[src/rtl/bcd_subtractor_seq.sv]
// Digit-serial packed-BCD subtractor: diff = a - b, one digit per clock,
// least-significant digit first, with start/busy/done handshake.
module bcd_subtractor_seq #(
  parameter int DIGITS = 4
) (
  input  logic                clk,
  input  logic                reset,
  input  logic                start,
  input  logic [4*DIGITS-1:0] a,
  input  logic [4*DIGITS-1:0] b,
  output logic [4*DIGITS-1:0] diff,
  output logic                borrow_out,
  output logic                invalid,
  output logic                busy,
  output logic                done
);

  localparam int W  = 4 * DIGITS;
  localparam int KW = (DIGITS > 1) ? $clog2(DIGITS) : 1;

  typedef enum logic [1:0] {
    IDLE,
    SUB,
    DONE
  } state_t;

  state_t          state_q, state_d;
  logic [W-1:0]    a_q, a_d;
  logic [W-1:0]    b_q, b_d;
  logic [W-1:0]    diff_q, diff_d;
  logic [KW-1:0]   k_q, k_d;
  logic            brw_q, brw_d;
  logic            bout_q, bout_d;
  logic            inv_q, inv_d;

  logic            bad;
  logic            last;
  logic [3:0]      a_dig;
  logic [3:0]      b_dig;
  logic [3:0]      res_dig;
  logic [4:0]      t;

  always_comb begin
    bad = 1'b0;
    for (int i = 0; i < DIGITS; i++) begin
      bad = bad
          | (a[4*i +: 4] > 4'd9)
          | (b[4*i +: 4] > 4'd9);
    end
  end

  always_comb begin
    a_dig = '0;
    b_dig = '0;
    for (int i = 0; i < DIGITS; i++) begin
      if (k_q == KW'(i)) begin
        a_dig = a_q[4*i +: 4];
        b_dig = b_q[4*i +: 4];
      end
    end
  end

  // 5-bit two's-complement difference; bit 4 set means a borrow is needed.
  assign t = {1'b0, a_dig}
           - {1'b0, b_dig}
           - {4'b0, brw_q};

  assign res_dig = t[4] ? (t[3:0] + 4'd10) : t[3:0];
  assign last    = (k_q == KW'(DIGITS - 1));

  always_comb begin
    state_d = state_q;
    a_d     = a_q;
    b_d     = b_q;
    diff_d  = diff_q;
    k_d     = k_q;
    brw_d   = brw_q;
    bout_d  = bout_q;
    inv_d   = inv_q;

    unique case (state_q)
      IDLE: begin
        if (start) begin
          a_d    = a;
          b_d    = b;
          k_d    = '0;
          brw_d  = 1'b0;
          diff_d = '0;
          if (bad) begin
            inv_d   = 1'b1;
            bout_d  = 1'b0;
            state_d = DONE;
          end else begin
            inv_d   = 1'b0;
            state_d = SUB;
          end
        end
      end
      SUB: begin
        for (int i = 0; i < DIGITS; i++) begin
          if (k_q == KW'(i)) begin
            diff_d[4*i +: 4] = res_dig;
          end
        end
        brw_d = t[4];
        if (last) begin
          bout_d  = t[4];
          state_d = DONE;
        end else begin
          k_d = k_q + 1'b1;
        end
      end
      DONE: begin
        state_d = IDLE;
      end
      default: begin
        state_d = IDLE;
      end
    endcase
  end

  always_ff @(posedge clk) begin
    if (reset) begin
      state_q <= IDLE;
      a_q     <= '0;
      b_q     <= '0;
      diff_q  <= '0;
      k_q     <= '0;
      brw_q   <= 1'b0;
      bout_q  <= 1'b0;
      inv_q   <= 1'b0;
    end else begin
      state_q <= state_d;
      a_q     <= a_d;
      b_q     <= b_d;
      diff_q  <= diff_d;
      k_q     <= k_d;
      brw_q   <= brw_d;
      bout_q  <= bout_d;
      inv_q   <= inv_d;
    end
  end

  assign diff       = diff_q;
  assign borrow_out = bout_q;
  assign invalid    = inv_q;
  assign busy       = (state_q != IDLE);
  assign done       = (state_q == DONE);

endmodule

[config.mk]
export PLATFORM = sky130hd
export DESIGN_NAME = bcd_subtractor_seq
export DESIGN_NICKNAME = d
export VERILOG_FILES = /design/src/rtl/bcd_subtractor_seq.sv
export SDC_FILE = /design/constraint.sdc
export NUM_CORES = 1
export LEC_CHECK = 0
export ABC_AREA = 1
export CORE_UTILIZATION = 46
export DETAILED_ROUTE_END_ITERATION = 10
export PLACE_DENSITY = 0.76
export SYNTH_ARGS = -nofsm -noshare
export SYNTH_HDL_FRONTEND = slang
export SYNTH_SLANG_ARGS = --single-unit
[constraint.sdc]
create_clock -name clk -period 2.8 [get_ports clk]
set_input_delay 0.84 -clock clk [delete_from_list [all_inputs] [get_ports clk]]
set_output_delay 0.84 -clock clk [all_outputs]
set_load 0.02 [all_outputs]
==> results.sh <==
export IMPL_ioPinCount=55
export IMPL_ys_seq_elements=55
export IMPL_htreeDepth=2
export IMPL_ys_top_cells_by_area="dfxtp_1 (42%), nor2_1 (12%), o21ai_0 (11%)"
export IMPL_final_area_sq_um=3760
export IMPL_maxCapViolations=0
export IMPL_fin_ws_ns=-0.0306
export IMPL_violations="negative setup slack"
export IMPL_cts_tree="built"
export IMPL_grt_max_degree=36
export IMPL_synth_distinct_cells=32
export IMPL_layout_nets=478
export IMPL_gr_total_overflow=0
export IMPL_place_congestion=0.939
export IMPL_num_vias=2685
export IMPL_fin_crit_sh=1.01
export IMPL_cts_root_buf="clkbuf_8"
export IMPL_status="finished, violations left"
export IMPL_layout_cells_non_filler=505
export IMPL_antenna_found_initial=0
export IMPL_firstDrtPassIters=4
export IMPL_report_final_hold_viol_count=0
export IMPL_die_h_um=77.3
export IMPL_criticalPathCategory="register to register"
export IMPL_grt_pass1_wl_mm=11.1
export IMPL_netlist_area_sq_um=2610
export IMPL_avgSynthCellArea_sq_um=7.43
export IMPL_max_slew_margin=0.762
export IMPL_synth_top_area_frac=0.422
export IMPL_die_area_sq_um=5980
export IMPL_dp_cells=492
export IMPL_vdd_drop_max_mv=0.285
export IMPL_drive_gt1_frac=0.249
export IMPL_grt_setup_unrepaired="yes"
export IMPL_clockBufferDepth=2
export IMPL_core_area_sq_um=5470
export IMPL_clock_skew_ns=0.00554
export IMPL_ant_nets=0
export IMPL_cts_inserted_buffers=5
export IMPL_hold_path_class="register to register"
export IMPL_initial_core_util=0.477
export IMPL_p_per_area_nw_per_um2=498
export IMPL_fmax_mhz=353
export IMPL_clk_latency_ns=0.32
export IMPL_yosys_warnings=0
export IMPL_cp_start_kind="register"
export IMPL_drc=0
export IMPL_drt_iter0_markers=143
export IMPL_whs_ns=0.469
export IMPL_cp_end_kind="register"
export IMPL_syn_num_nets=397
export IMPL_num_fill_cells=472
export IMPL_worstPathRequired_ns=3.01
export IMPL_ys_seq_area_frac=0.422
export IMPL_postSynthCellCount=351
export IMPL_wire_per_inst_um=14.2
export IMPL_setup_viol_count_final=4
export IMPL_worst_slew_pin_slew_ns=0.354
export IMPL_yosys_area_top_type="dfxtp_1"
export IMPL_first_global_vias=2474
export IMPL_n_antenna_cell=0
export IMPL_syn2layout_area_growth_pct=44.3
export IMPL_avgViaCountPerCell=5.32
export IMPL_clock_sinks=55
export IMPL_wl_mm=7.17
export IMPL_io_buffers=54
export IMPL_cp_data_arrival_time_ns=3.04
export IMPL_rows=27
export IMPL_multi_input_area_sq_um=1530
export IMPL_place_area_sq_um=3390
export IMPL_cp_max_fo=6
export IMPL_die_w_um=77.3
export IMPL_final_max_slew_violation_count=0
export IMPL_fin_crit_ns=2.83
export IMPL_p_leak_nw=1.53
export IMPL_grt_total_usage=0.235
export IMPL_post_dp_hpwl_mm=5.10
export IMPL_register_area_sq_um=1110
export IMPL_path_clk_slew_ns=0.11
cell usage in the layout, fill, tap and decap left out, types with 5 or more instances in the layout:
master,instances
ha_4,6
clkbuf_8,5
a21oi_2,12
nand2_1,19
inv_1,14
nand3_1,7
buf_4,32
inv_2,12
nor2_1,83
dfxtp_1,53
a21oi_1,19
o21ai_0,53
inv_4,5
clkdlybuf4s50_1,54
nand2_2,7
where the power goes:
part           switching (mW)  total [mW]  internal, mW
Clock                   0.284       0.470         0.186
Combinational           0.281       0.526         0.245
Sequential             0.0398       0.880         0.840
Total                   0.604        1.88          1.27
per-stage QoR:
stage	total power [mW]	util	worst slack (ns)	setup TNS, ns
2_1_floorplan	1.14	-	0.0231	0
3_3_place_gp	1.32	0.620	-0.0685	-0.245
3_5_place_dp	1.33	0.620	-0.176	-1.48
4_1_cts	1.80	0.651	0.00393	0
5_1_grt	1.97	0.688	-0.236	-2.28
6_report	1.88	0.688	-0.0306	-0.102
worst paths after layout:
kind | startpoint | endpoint | slack (ns) | cells past startpoint
worst max-delay path | k_q[1]$_SDFFE_PP0P_ | diff[15]$_SDFFE_PP0P_ | -0.03 | 16
worst min register to register | a_q[13]$_SDFFE_PP0P_ | a_q[13]$_SDFFE_PP0P_ | 0.47 | 2
worst max register to register | k_q[1]$_SDFFE_PP0P_ | diff[15]$_SDFFE_PP0P_ | -0.03 | 16
worst min-delay path | a_q[13]$_SDFFE_PP0P_ | a_q[13]$_SDFFE_PP0P_ | 0.47 | 2
synth_stat cells, drive strengths merged:
library cell / number
ha: 9
nor2: 87
or2: 1
o31ai: 3
o311ai: 1
nand2: 30
nor3: 2
nand4: 1
clkbuf: 9
nand3: 13
a21boi: 1
dfxtp: 55
o211ai: 4
a22oi: 1
o21a: 4
fa: 2
buf: 6
inv: 31
o21ai: 57
a21oi: 33
a211oi: 1
routing by layer:
layer | wire [um] | up-vias | share of wire | global-route usage
li1 | - | 1320 | - | -
met1 | 3090 | 1287 | 0.43 | 0.290
met2 | 3670 | 63 | 0.51 | 0.411
met3 | 267 | 15 | 0.037 | 0.0440
met4 | 143 | 0 | 0.020 | 0.0698
met5 | 0 | - | 0 | 0
final cells by class:
class | count | share of cell area
Timing Repair Buffer | 89 | 0.216
Tap cell | 72 | 0.0239
Sequential cell | 55 | 0.294
Multi-Input combinational cell | 250 | 0.405
Clock inverter | 3 | 0.00731
Inverter | 31 | 0.0342
Clock buffer | 5 | 0.0183
sequential cells by signal, summed over array words and instances (netlist names):
signal,count
a_q,16
state_q,2
k_q,2
brw_q,1
invalid,1
b_q,16
diff,16
borrow_out,1
worst max-delay path: stages, from the launching register on:
cell and delay [ns]:
dfxtp_4 0.38, buf_6 0.12, ha_4 0.19, inv_2 0.09
nand3_1 0.10, o21ai_1 0.13, a21oi_2 0.09, fa_2 0.33
inv_2 0.08, fa_2 0.46, ha_4 0.18, inv_2 0.05
nand4_1 0.17, nand2_2 0.11, nand2_2 0.07, nand3_4 0.11
a21oi_2 0.06
timing repair:
item | 4_1_cts | 5_1_grt
setup endpoints to repair | 14 | 14
pin swaps | 3 | 23
resized for setup | 20 | 50
endpoints found under the hold margin | 0 | 0
hold buffers | 0 | 0
setup buffers | 2 | 3
cell families (layout without fill, tap and decap cells):
| logic type | after synthesis | in the layout | synth area share |
|---|---|---|---|
| AOI/OAI and AO/OA | 105 | 105 | 0.223 |
| adders and majority gates | 11 | 11 | 0.0585 |
| buffers and inverters | 46 | 128 | 0.0758 |
| DFF | 55 | 55 | 0.422 |
| and+or+nand+nor | 134 | 134 | 0.221 |
Power figures use the tool's default switching activity.
